`src/rtl/alu_seq_n_if.sv`:
```
// ============================================================================
// Module      : alu_seq_n_if
// Description : Request/response bundle between the operand register file and
//               the sequential ALU (start/busy/done handshake plus result).
// Revision    : 1.0 - initial release
// ============================================================================
`default_nettype none

interface alu_seq_n_if #(
    parameter int WIDTH = 4
) ();
    logic             start;
    logic [4:0]       f;
    logic             v;
    logic [WIDTH-1:0] a;
    logic [WIDTH-1:0] b;
    logic             busy;
    logic             done;
    logic [WIDTH-1:0] y;
    logic             dz;

    modport master (output start, f, v, a, b, input busy, done, y, dz);
    modport slave  (input start, f, v, a, b, output busy, done, y, dz);
endinterface

`default_nettype wire

```
`src/rtl/alu_seq_n.sv`:
```
// ============================================================================
// Module      : alu_seq_n
// Description : Width-parametrised multi-cycle ALU: single-cycle logic/arith
//               ops, iterative shift-add multiply and restoring divide.
//               Divider compiled in only when ALU_SEQ_DIV_EN is defined.
// Revision    : 1.0 - initial release
// ============================================================================
`default_nettype none

module alu_seq_n #(
    parameter int WIDTH = 4
) (
    input  wire logic    CLK,
    input  wire logic    CLR,
    alu_seq_n_if.slave   bus
);
    localparam int         c_CW     = $clog2(WIDTH + 1);
    localparam logic [4:0] c_OP_SHL = 5'b00000;
    localparam logic [4:0] c_OP_ADD = 5'b00010;
    localparam logic [4:0] c_OP_SUB = 5'b00011;
    localparam logic [4:0] c_OP_MUL = 5'b00100;
    localparam logic [4:0] c_OP_DIV = 5'b00110;
    localparam logic [4:0] c_OP_AND = 5'b01000;
    localparam logic [4:0] c_OP_OR  = 5'b01100;
    localparam logic [4:0] c_OP_SHR = 5'b10000;

    typedef enum logic [1:0] {S_IDLE, S_MUL, S_DIV, S_DONE} state_t;

    state_t             r_state;
    logic [c_CW-1:0]    r_cnt;
    logic               r_v;
    logic [WIDTH-1:0]   r_b;
    logic [2*WIDTH-1:0] r_acc;
    logic [WIDTH-1:0]   r_y;
    logic               r_busy;
    logic               r_done;
    logic               r_dz;

    logic [WIDTH:0]     w_sum;
    logic [WIDTH:0]     w_diff;
    logic [WIDTH-1:0]   w_single;
    logic               w_dz_single;
    logic               w_div_start;
    logic               w_last;
    logic [WIDTH:0]     w_mul_upper;
    logic [2*WIDTH-1:0] w_acc_next;

    assign w_sum  = {1'b0, bus.a} + {1'b0, bus.b};
    assign w_diff = {1'b0, bus.a} - {1'b0, bus.b};
    assign w_last = (r_cnt == c_CW'(WIDTH - 1));

    // Multiplier sits in the low half of r_acc and is consumed LSB first.
    assign w_mul_upper = {1'b0, r_acc[2*WIDTH-1:WIDTH]} + (r_acc[0] ? {1'b0, r_b} : '0);
    assign w_acc_next  = {w_mul_upper, r_acc[WIDTH-1:1]};

`ifdef ALU_SEQ_DIV_EN
    logic [WIDTH-1:0] r_quo;
    logic [WIDTH-1:0] r_rem;
    logic [WIDTH:0]   w_shift;
    logic [WIDTH:0]   w_trial;
    logic             w_ge;
    logic [WIDTH-1:0] w_rem_next;
    logic [WIDTH-1:0] w_quo_next;

    // Partial remainder is widened by one bit for the trial subtraction.
    assign w_shift     = {r_rem, r_quo[WIDTH-1]};
    assign w_trial     = w_shift - {1'b0, r_b};
    assign w_ge        = ~w_trial[WIDTH];
    assign w_rem_next  = w_ge ? w_trial[WIDTH-1:0] : w_shift[WIDTH-1:0];
    assign w_quo_next  = {r_quo[WIDTH-2:0], w_ge};
    assign w_div_start = (bus.f == c_OP_DIV) && (bus.b != '0);
    assign w_dz_single = (bus.f == c_OP_DIV);
`else
    assign w_div_start = 1'b0;
    assign w_dz_single = 1'b0;
`endif

    always_comb begin
        w_single = '0;
        case (bus.f)
            c_OP_ADD: w_single = bus.v ? WIDTH'(w_sum[WIDTH]) : w_sum[WIDTH-1:0];
            c_OP_SUB: w_single = bus.v ? {WIDTH{w_diff[WIDTH]}} : w_diff[WIDTH-1:0];
            c_OP_AND: w_single = bus.a & bus.b;
            c_OP_OR:  w_single = bus.a | bus.b;
            c_OP_SHL: w_single = {bus.a[WIDTH-2:0], 1'b0};
            c_OP_SHR: w_single = {1'b0, bus.a[WIDTH-1:1]};
`ifdef ALU_SEQ_DIV_EN
            // Only reached with b == 0; nonzero divisors take the iterative path.
            c_OP_DIV: w_single = bus.v ? bus.a : {WIDTH{1'b1}};
`endif
            default:  w_single = '0;
        endcase
    end

    always_ff @(posedge CLK) begin
        if (CLR) begin
            r_state <= S_IDLE;
            r_cnt   <= '0;
            r_v     <= 1'b0;
            r_b     <= '0;
            r_acc   <= '0;
            r_y     <= '0;
            r_busy  <= 1'b0;
            r_done  <= 1'b0;
            r_dz    <= 1'b0;
        end else begin
            case (r_state)
                S_IDLE: begin
                    if (bus.start) begin
                        r_v    <= bus.v;
                        r_b    <= bus.b;
                        r_cnt  <= '0;
                        r_busy <= 1'b1;
                        if (bus.f == c_OP_MUL) begin
                            r_acc   <= {{WIDTH{1'b0}}, bus.a};
                            r_state <= S_MUL;
                        end else if (w_div_start) begin
`ifdef ALU_SEQ_DIV_EN
                            r_quo   <= bus.a;
                            r_rem   <= '0;
`endif
                            r_state <= S_DIV;
                        end else begin
                            r_y     <= w_single;
                            r_dz    <= w_dz_single;
                            r_done  <= 1'b1;
                            r_state <= S_DONE;
                        end
                    end
                end
                S_MUL: begin
                    r_acc <= w_acc_next;
                    r_cnt <= r_cnt + c_CW'(1);
                    if (w_last) begin
                        r_y     <= r_v ? w_acc_next[2*WIDTH-1:WIDTH] : w_acc_next[WIDTH-1:0];
                        r_dz    <= 1'b0;
                        r_done  <= 1'b1;
                        r_state <= S_DONE;
                    end
                end
`ifdef ALU_SEQ_DIV_EN
                S_DIV: begin
                    r_quo <= w_quo_next;
                    r_rem <= w_rem_next;
                    r_cnt <= r_cnt + c_CW'(1);
                    if (w_last) begin
                        r_y     <= r_v ? w_rem_next : w_quo_next;
                        r_dz    <= 1'b0;
                        r_done  <= 1'b1;
                        r_state <= S_DONE;
                    end
                end
`endif
                S_DONE: begin
                    r_done  <= 1'b0;
                    r_busy  <= 1'b0;
                    r_state <= S_IDLE;
                end
                default: begin
                    r_done  <= 1'b0;
                    r_busy  <= 1'b0;
                    r_state <= S_IDLE;
                end
            endcase
        end
    end

    assign bus.busy = r_busy;
    assign bus.done = r_done;
    assign bus.y    = r_y;
    assign bus.dz   = r_dz;

endmodule

`default_nettype wire

```
`src/flat_wrapper.sv`:
```
// flat-port wrapper written by rule: the top's interface ports become plain ports
module alu_seq_n_flat 
#(
    parameter int WIDTH = 4
)
  (CLK, CLR, bus_start, bus_f, bus_v, bus_a, bus_b, bus_busy, bus_done, bus_y, bus_dz);
  alu_seq_n_if #(.WIDTH(WIDTH)) bus_i ();
  input  wire logic CLK;
  input  wire logic CLR;
  input wire logic [$bits(bus_i.start)-1:0] bus_start;
  input wire logic [$bits(bus_i.f)-1:0] bus_f;
  input wire logic [$bits(bus_i.v)-1:0] bus_v;
  input wire logic [$bits(bus_i.a)-1:0] bus_a;
  input wire logic [$bits(bus_i.b)-1:0] bus_b;
  output wire logic [$bits(bus_i.busy)-1:0] bus_busy;
  output wire logic [$bits(bus_i.done)-1:0] bus_done;
  output wire logic [$bits(bus_i.y)-1:0] bus_y;
  output wire logic [$bits(bus_i.dz)-1:0] bus_dz;
  assign bus_i.start = bus_start;
  assign bus_i.f = bus_f;
  assign bus_i.v = bus_v;
  assign bus_i.a = bus_a;
  assign bus_i.b = bus_b;
  assign bus_busy = bus_i.busy;
  assign bus_done = bus_i.done;
  assign bus_y = bus_i.y;
  assign bus_dz = bus_i.dz;
  alu_seq_n #(.WIDTH(WIDTH)) u_core (.CLK(CLK), .CLR(CLR), .bus(bus_i));
endmodule
```
`config.mk`:
```
export PLATFORM = sky130hd
export DESIGN_NAME = alu_seq_n_flat
export DESIGN_NICKNAME = d
export VERILOG_FILES = /design/src/rtl/alu_seq_n_if.sv /design/src/rtl/alu_seq_n.sv /design/src/flat_wrapper.sv
export SDC_FILE = /design/constraint.sdc
export NUM_CORES = 1
export LEC_CHECK = 0
export CAP_MARGIN = 20
export CORE_MARGIN = 1.5
export CORE_UTILIZATION = 40
export DETAILED_ROUTE_END_ITERATION = 8
export HOLD_SLACK_MARGIN = 0.12
export PLACE_DENSITY = 0.62
export SETUP_SLACK_MARGIN = 0.05
export SLEW_MARGIN = 40
export SYNTH_ARGS = -nofsm -noshare
export SYNTH_HDL_FRONTEND = slang
export SYNTH_SLANG_ARGS = --single-unit
```
`constraint.sdc`:
```
create_clock -name CLK -period 3.83 [get_ports CLK]
set_clock_uncertainty 0.2 [all_clocks]
set_input_delay 1.149 -clock CLK [delete_from_list [all_inputs] [get_ports CLK]]
set_output_delay 1.149 -clock CLK [all_outputs]
set_load 0.01 [all_outputs]
```
==> results.cfg <==
[status]
outcome = completed

[critical_path]
cp.required_ps = 3810
crit_chain = clkdlybuf4s50_1 > inv_1 > ha_1 > nor2_1 > o311a_1 > a211oi_1 > o31ai_1 > a311oi_2
path_class = input port to register
crit_path_start_kind = input port
cp.arrival_ps = 3350
cp-end-kind = register
max_stage_delay_ps = 530
slowest_stage = clkdlybuf4s50_1
path_max_fanout = 8

[pwr]
finalPower_uw = 587
p_leak_uw = 0.000856
p_sw_share_pct = 30.3
seq_power_share_pct = 47.4
pwr-share-clk_pct = 25.1
p_sw_uw = 178
power_density_nw_per_um2 = 276
peakVddDrop_uv = 178
p_int_uw = 409
combPwrFrac_pct = 27.4

[clock_network]
numCtsBuffers = 3
clk_pin_slew_ps = 80
cts_hold_buf = 0
cts_setup_buffers = 0
clockRootBuffer = clkbuf_8
htreeDepth = 1
cts_tree = done
worstSkewPairLatency_ps = 270
cts_resized = 0
clockBufferDepth = 2
cts_sinks = 24

[timing]
slew_headroom_pct = 54.3
fin_hold_ws_ps = 261
max_freq_mhz = 297
fin_crit_ps = 3370
fin_setup_tns_ps = 0
worstMarginPinSlew_ps = 683
drv_slew = 0
rsz0062_at_grt = false
hold_viol = 0
fin_crit_sh_pct = 88.0
setup_viol = 0

[die]
dieArea_um2 = 4950
ios = 24
core-area_um2 = 4350
die_w_um = 70.3
fp.dieH_um = 70.3
row_count = 24
start_util_pct = 41.6

[flow_run]
maxCapViolCount = 0

[final_layout]
design_area_um2 = 2130
drive_above_1_share_pct = 8.16
num_antenna_cells = 0
syn_to_final_growth_pct = 17.5
final_cell_mix = nor2_1 (29), dfxtp_1 (24), clkdlybuf4s50_1 (22)
layout_commonest_cell = nor2_1
stdcell_count = 297
fin_nets = 285

[placed_design]
gp_congestion = 0.907
port_buffers = 22
placedInstanceArea_um2 = 2090
dp_hpwl_mm = 3.40
dp.cells = 294

[yosys]
async_flop_share_pct = 0
synth_nets = 263
yosysWarnings = 0
syn_avg_cell_area_um2 = 8.06
ys_seq_area_share_pct = 26.5
ys.flop_type = dfxtp_1
synth_area_um2 = 1810
ys_ff_latch = 24
synthDistinctLibCells = 48
synth_edf_count = 0
syn-instance-count = 225

[grt]
grtUsageTotal_pct = 18.9
grt_max_degree = 18
overflow = 0
grt_pass1_vias = 1561
grt_pass1_wl_mm = 7.53
antenna_found_initial = 0

[route]
vias = 1628
drt_wl_total_mm = 4.30
drc = 0
wire_per_inst_um = 14.5
drt_pass1_iterations = 4
vias_per_cell = 5.48
drtAntennaViolNets = 0
drt_iter0_drc = 135

[hold_path]
holdCritPathClass = register to register
==> stage by stage <==
step / utilization (%) / setup WS, ps
floorplan: - / 959
CTS: 48.9 / 499
global route: 48.9 / 294
finish: 48.9 / 461
global placement: 48.0 / 216
detailed placement: 48.0 / 223
==> worst max-delay path, delay by kind of cell <==
family | cells | cell delay (ps)
buf+inv | 2 | 630
fa+ha+maj | 1 | 440
simple gates | 1 | 70
compound gates | 4 | 1060
==> sequential cells by signal, indices dropped and copies added, names as in the netlist <==
signal and count:
u_core.r_state 2, u_core.bus.done 1, u_core.r_cnt 3, u_core.r_b 4
u_core.r_v 1, u_core.bus.y 4, u_core.bus.busy 1, u_core.r_acc 8
==> power by group through the flow <==
stage                     Clock [uW]  Sequential, uW  Combinational (uW)
final                            148             278                 161
after detailed placement           0             284                 160
after floorplan                    0             282                 101
after CTS                        151             278                 161
after global placement             0             284                 161
after global routing             163             281                 181
==> final timing paths <==
path	from	depth (start not counted)	slack [ps]	end
min reg2reg	u_core.bus.busy	2	260	u_core.bus.busy
max	bus_a[2]	8	460	u_core.bus.y[1]
min	u_core.bus.busy	2	260	u_core.bus.busy
max reg2reg	u_core.r_acc[0]	8	1630	u_core.bus.y[1]
==> cell families (layout without fill, tap and decap cells) <==
group	count (synthesis)	count (layout)	share of synthesized area [%]
other	1	1	0.207
adder cells (fa/ha/maj)	21	21	15.7
XOR/XNOR	3	3	1.45
multiplexers	5	5	2.83
flip-flops	24	24	26.5
AO/OA/AOI/OAI	64	64	24.6
AND/OR/NAND/NOR	78	78	21.9
buffers and inverters	29	49	6.76
==> area by class of cell <==
cell class                 count  area, um2
sequential                    24        480
inverter                      18       67.6
timing repair buffer          28        265
tap                           52       65.1
clock buffer                   3       41.3
fill                         446       2220
multi-input combinational    172       1210
==> synthesized netlist by cell type, types with 2 or more instances <==
cell type  number  area (um2)
buf_2           2        10.0
dfxtp_1        24         480
a211oi_1       10        75.1
o22ai_1         3        18.8
o21ai_0        10        50.1
nand2b_1        4        25.0
nand2_1        14        52.6
o31ai_1         3        22.5
a21oi_1        19        95.1
and2_1          3        18.8
o21bai_1        2        15.0
nor2_1         29         109
nor4_1          2        12.5
inv_1          18        67.6
a31oi_1         3        18.8
xnor2_1         3        26.3
clkbuf_1        6        22.5
a22oi_1         3        22.5
nand3_1         3        15.0
nor2b_1         5        31.3
fa_1            3        60.1
ha_1           18         225
nor3b_1         3        22.5
a21o_1          2        15.0
a311oi_2        2        30.0
mux2i_1         4        40.0
nor3_1          6        30.0
==> metal layers <==
layer	share of wire, %	global-route usage (%)
met1	49	26.5
met2	44	29.4
met3	5.5	3.61
met4	1.6	5.56
met5	0	0
No activity file was read; power rests on OpenSTA's default activity.
==> RTL change 1: new RTL, same settings <==
Build with the macro `ALU_SEQ_DIV_EN` defined.
--- a/src/rtl/alu_seq_n.sv
+++ b/src/rtl/alu_seq_n.sv
@@ -6,6 +6,8 @@
 // Revision    : 1.0 - initial release
 // ============================================================================
 `default_nettype none
+
+`define ALU_SEQ_DIV_EN
 
 module alu_seq_n #(
     parameter int WIDTH = 4
Behaviour: not the same (a bounded check fails within 4 cycles, from zero or initial values).
==> RTL change 1 against the original RTL <==
- synthesized area is 46% higher
- total power is 140% higher
- sequential power is 72% higher
- first-iteration DRC count is 13% lower
- non-clock buffer count is 8 higher
- synthesized cell count is 40% higher
- sequential share of layout area is 1.4 points higher
- wire length is 55% higher
- design area is 45% higher
- sequential cell count is 9 higher
- worst setup slack worse by 0.054 ns
- largest cell class unchanged
- highest routed layer unchanged
==> RTL change 1: results (changes against the original RTL) <==
| Metric | Value |
|---|---|
| Crit path DAT | `3.41 ns (+0.06 ns)` |
| Largest net degree at the start of global routing | `27 (+9)` |
| Leakage | `0.00126 uW (+47%)` |
| Vias in the first global route | `2,227 (+43%)` |
| M2 GR Usage | `33.7% (+4.3 points)` |
| CTS HTree Levels | `2 (+1)` |
| Number of DRC markers in iteration 0 | `117 (-13%)` |
| Post-synthesis mux area share | `5.66% (+2.8 points)` |
| Global-route met1 utilization | `25.5% (-0.93 points)` |
| Post-placement cell area | `3000 sq um (+43%)` |
| Worst vdd ir | `0.387 mV (+120%)` |
| Post-Synth XOR/XNOR Area | `3.68% (+2.2 points)` |
| Synth Area in Adders | `15.7% (about the same)` |
| Status | `finished, final reports clean` |
| Post-synth EDFFs | `8 (+8)` |
| Post-synth cell types | `56 (+17%)` |
| Global-route wire length before repair | `11.1 mm (+47%)` |
| Synth Net Count | `363 (+38%)` |
| Fillers | `664 (+49%)` |
| Nets@finish | `392 (+38%)` |
| Worst-case headroom to the max-slew limit | `57.3% (+2.9 points)` |
| Layout cells sized above 1 | `8.12% (-0.047 points)` |
| Post-Route WL | `6.66 mm (+55%)` |
| Commonest cells in the netlist | `42 x nor2_1, 29 x a21oi_1, 28 x inv_1, 27 x ha_1, 25 x dfxtp_1` |
| Post-synthesis sequential area ratio | `27.9% (+1.4 points)` |
| Synth Area in Compound Gates | `20.7% (-3.9 points)` |
| Top cells by area, synth | `dfxtp_1 19%, ha_1 13%, edfxtp_1 9.0%, nor2_1 5.9%, mux2i_1 5.7%` |
| Worst-path fanout max | `5 (-3)` |
## RTL change 1: where the power goes
part	total, uW	switching [uW]	internal, uW
clock network	272	126	147
logic	676	405	271
registers	478	52.2	426
## RTL change 1: layout make-up
class,instances,area (sq um),share of cell area [%]
Tap cell,77,96.3,3.12
Multi-Input combinational cell,240,1730,55.9
Clock buffer,8,90.1,2.92
Sequential cell,33,741,24.0
Timing Repair Buffer,36,328,10.6
Inverter,28,105,3.40
## RTL change 1: kinds of logic (layout without fill, tap and decap cells)
logic type / after synthesis / in the layout
xor+xnor: 9 / 9
buf+inv: 42 / 72
simple gates: 102 / 102
compound gates: 83 / 83
fa+ha+maj: 31 / 31
mux: 15 / 15
flops: 33 / 33
## RTL change 1: path summary, 6_finish.rpt
check                                                start                      endpoint  slack (ns)  cells after the start
worst max-delay path                              bus_b[0]  u_core.bus.y[2]$_SDFFE_PP0P_        0.41                      9
worst min-delay path            u_core.bus.dz$_SDFFE_PP0P_    u_core.bus.dz$_SDFFE_PP0P_        0.26                      2
worst max register to register   u_core.r_quo[3]$_DFFE_PP_  u_core.bus.y[1]$_SDFFE_PP0P_        0.96                     10
worst min register to register  u_core.bus.dz$_SDFFE_PP0P_    u_core.bus.dz$_SDFFE_PP0P_        0.26                      2
## RTL change 1: critical path: cells and delay by family
kind                     cells  cell delay [ns]
AO/OA/AOI/OAI                4             0.99
buffers and inverters        1             0.59
AND/OR/NAND/NOR              2             0.25
adder cells (fa/ha/maj)      2             0.44
## RTL change 1: layer usage
layer,part of all wire [%],up-vias
met4,1.7,0
li1,-,1165
met2,48,50
met1,47,1108
met5,0,-
met3,3.3,12
## RTL change 1: through the flow
| stage | cells | setup slack [ns] | hold WS, ns | total power, uW | utilization (%) |
|---|---|---|---|---|---|
| 6_report | 422 | 0.407 | 0.259 | 1430 | 48.3 |
| 5_1_grt | 422 | 0.145 | 0.281 | 1540 | 48.3 |
| 4_1_cts | 422 | 0.409 | 0.263 | 1430 | 48.3 |
| 3_5_place_dp | 414 | 0.125 | 0.253 | 1160 | 46.9 |
| 3_3_place_gp | 414 | 0.165 | 0.243 | 1150 | 46.9 |
| 2_1_floorplan | 315 | 0.755 | 0.245 | 956 | - |
==> RTL change 2: new RTL, same flow settings <==
Made on the original files. The 4 states of `state_t` get a Gray code encoding in 2 bits.
--- a/src/rtl/alu_seq_n.sv
+++ b/src/rtl/alu_seq_n.sv
@@ -24,7 +24,7 @@
     localparam logic [4:0] c_OP_OR  = 5'b01100;
     localparam logic [4:0] c_OP_SHR = 5'b10000;
 
-    typedef enum logic [1:0] {S_IDLE, S_MUL, S_DIV, S_DONE} state_t;
+    typedef enum logic [1:0] {S_IDLE = 2'b00, S_MUL = 2'b01, S_DIV = 2'b11, S_DONE = 2'b10} state_t;
 
     state_t             r_state;
     logic [c_CW-1:0]    r_cnt;
Formal check against the unedited RTL: same outputs for any inputs over 10 cycles, from zero or initial values; not proved beyond that.
==> RTL change 2 against the original RTL <==
- synthesized area grew 1.7%
- sequential cell count did not move
- worst setup slack gained 0.047 ns
- sequential power decreased by 4%
- design area is 2.2% higher
- non-clock buffer count increased by 2
- worst hold slack worse by 0.0035 ns
- wire length is 2.6% higher
- total power fell by 1.8%
- final cell count increased by 3.0%
- first-iteration DRC count rose by 24%
- sequential share of layout area fell by 0.49 points
- count of clock-buffer cells in the layout grew 1
- highest routed layer unchanged
==> RTL change 2: results (changes against the original RTL) <==
| Metric | Value |
|---|---|
| Multi-input logic cell count | `177 (+2.9%)` |
| Layout cells sized above 1 | `7.87% (-0.29 points)` |
| CTS max path bufs | `2 (unchanged)` |
| M2 GR Usage | `29.3% (-0.067 points)` |
| GRT Overall Usage | `18.5% (-0.34 points)` |
| Buffering overhead | `12.9% (+0.42 points)` |
| Final Cycle Share | `86.7% (-1.2 points)` |
| Commonest cells in the netlist | `27 x nand2_1, 25 x nor2_1, 24 x dfxtp_1, 19 x inv_1, 18 x ha_1` |
| FF-to-FF path depth | `9 (+1)` |
| WL/cell | `14.4 um (-0.46%)` |
| Post-synth cell types | `49 (+2.1%)` |
| Post-synthesis mux area share | `2.78% (-0.046 points)` |
| Metal3 WL | `256 um (+8.5%)` |
| Met1 wire length | `2.21 mm (+4.0%)` |
| DP Worst Slack | `0.218 ns (-0.00499 ns)` |
| Sequential Power | `267 uW (-4%)` |
| Nets@finish | `293 (+2.8%)` |
| Setup slack, reg-to-reg | `1.61 ns (-0.02 ns)` |
| Logic gate share of total power | `23.4% (-4.0 points)` |
| Gp weighted congestion | `0.886 (-2.4%)` |
| Crit path DAT | `3.30 ns (-0.05 ns)` |
| Crit path launch | `bus_b[2]` |
| Clk tree area frac | `2.53% (+0.59 points)` |
| Synth Area in Adders | `15.5% (-0.26 points)` |
| Synth Net Count | `272 (+3.4%)` |
| Final-layout clock buffer total | `4 (+1)` |
| Grt met3 use | `3.70% (+0.096 points)` |
| Slowest stage delay, CP | `0.50 ns (-0.03 ns)` |
| Multi-input gate area | `1220 sq um (+1.2%)` |
| Status | `finished, final reports clean` |
| Worst vdd ir | `0.170 mV (-4.4%)` |
| Global-route met1 utilization | `26.5% (+0.083 points)` |
| WL met2 | `1.92 mm (+2.5%)` |
| Inverters | `19 (+1)` |
| Crit path to | `u_core.bus.y[3]$_SDFFE_PP0P_` |
| Most flops, register | `u_core.r_acc` |
| Via/cell ratio | `5.50 (+0.34%)` |
| Largest net degree at the start of global routing | `14 (-4)` |
| Global-route wire length before repair | `7.37 mm (-2.2%)` |
| Top cells by area, synth | `dfxtp_1 26%, ha_1 12%, nand2_1 5.5%, nor2_1 5.1%, a21oi_1 4.6%` |
| Post-synthesis sequential area ratio | `26.1% (-0.43 points)` |
| Vias in the first global route | `1,571 (+0.64%)` |
| Least-Margin Pin Slew | `0.598 ns (-0.0852 ns)` |
| Post-Synth XOR/XNOR Area | `1.43% (-0.024 points)` |
-- RTL change 2: changes by cell type after synthesis, moves of 2 or more --
cell,before,now
nor2_1,29,25
a311oi_1,1,6
buf_2,2,4
o22ai_1,3,1
a21oi_1,19,17
clkbuf_1,6,8
nand2b_1,4,6
o21ai_0,10,4
a31oi_1,3,5
nor3_1,6,4
o21a_1,0,3
o211ai_1,1,3
nand2_1,14,27
a211oi_1,10,5
-- RTL change 2: stage by stage --
| step | utilization, % | area (sq um) | cells | total power, uW |
|---|---|---|---|---|
| after CTS | 49.7 | 2180 | 306 | 579 |
| after global routing | 49.7 | 2180 | 306 | 605 |
| final | 49.7 | 2180 | 306 | 576 |
| after global placement | 48.3 | 2120 | 302 | 407 |
| after detailed placement | 48.4 | 2120 | 302 | 406 |
| after floorplan | - | 1840 | 234 | 353 |
-- RTL change 2: how the worst min path moves through the flow --
stage	to	slack, ns	cells after the start	from
detailed placement	u_core.r_b[2]$_SDFFE_PP0P_	0.25	2	u_core.r_b[2]$_SDFFE_PP0P_
finish	u_core.r_b[2]$_SDFFE_PP0P_	0.26	2	u_core.r_b[2]$_SDFFE_PP0P_
global placement	u_core.r_b[3]$_SDFFE_PP0P_	0.24	2	u_core.r_b[3]$_SDFFE_PP0P_
floorplan	u_core.r_b[0]$_SDFFE_PP0P_	0.23	2	u_core.r_b[0]$_SDFFE_PP0P_
CTS	u_core.r_b[2]$_SDFFE_PP0P_	0.26	2	u_core.r_b[2]$_SDFFE_PP0P_
global route	u_core.r_b[2]$_SDFFE_PP0P_	0.28	2	u_core.r_b[2]$_SDFFE_PP0P_
-- RTL change 2: tightest hold or removal path, stage by stage (launching register included) --
cell     delay (ns)
dfxtp_1        0.31
nand2_1        0.05
a21oi_1        0.05
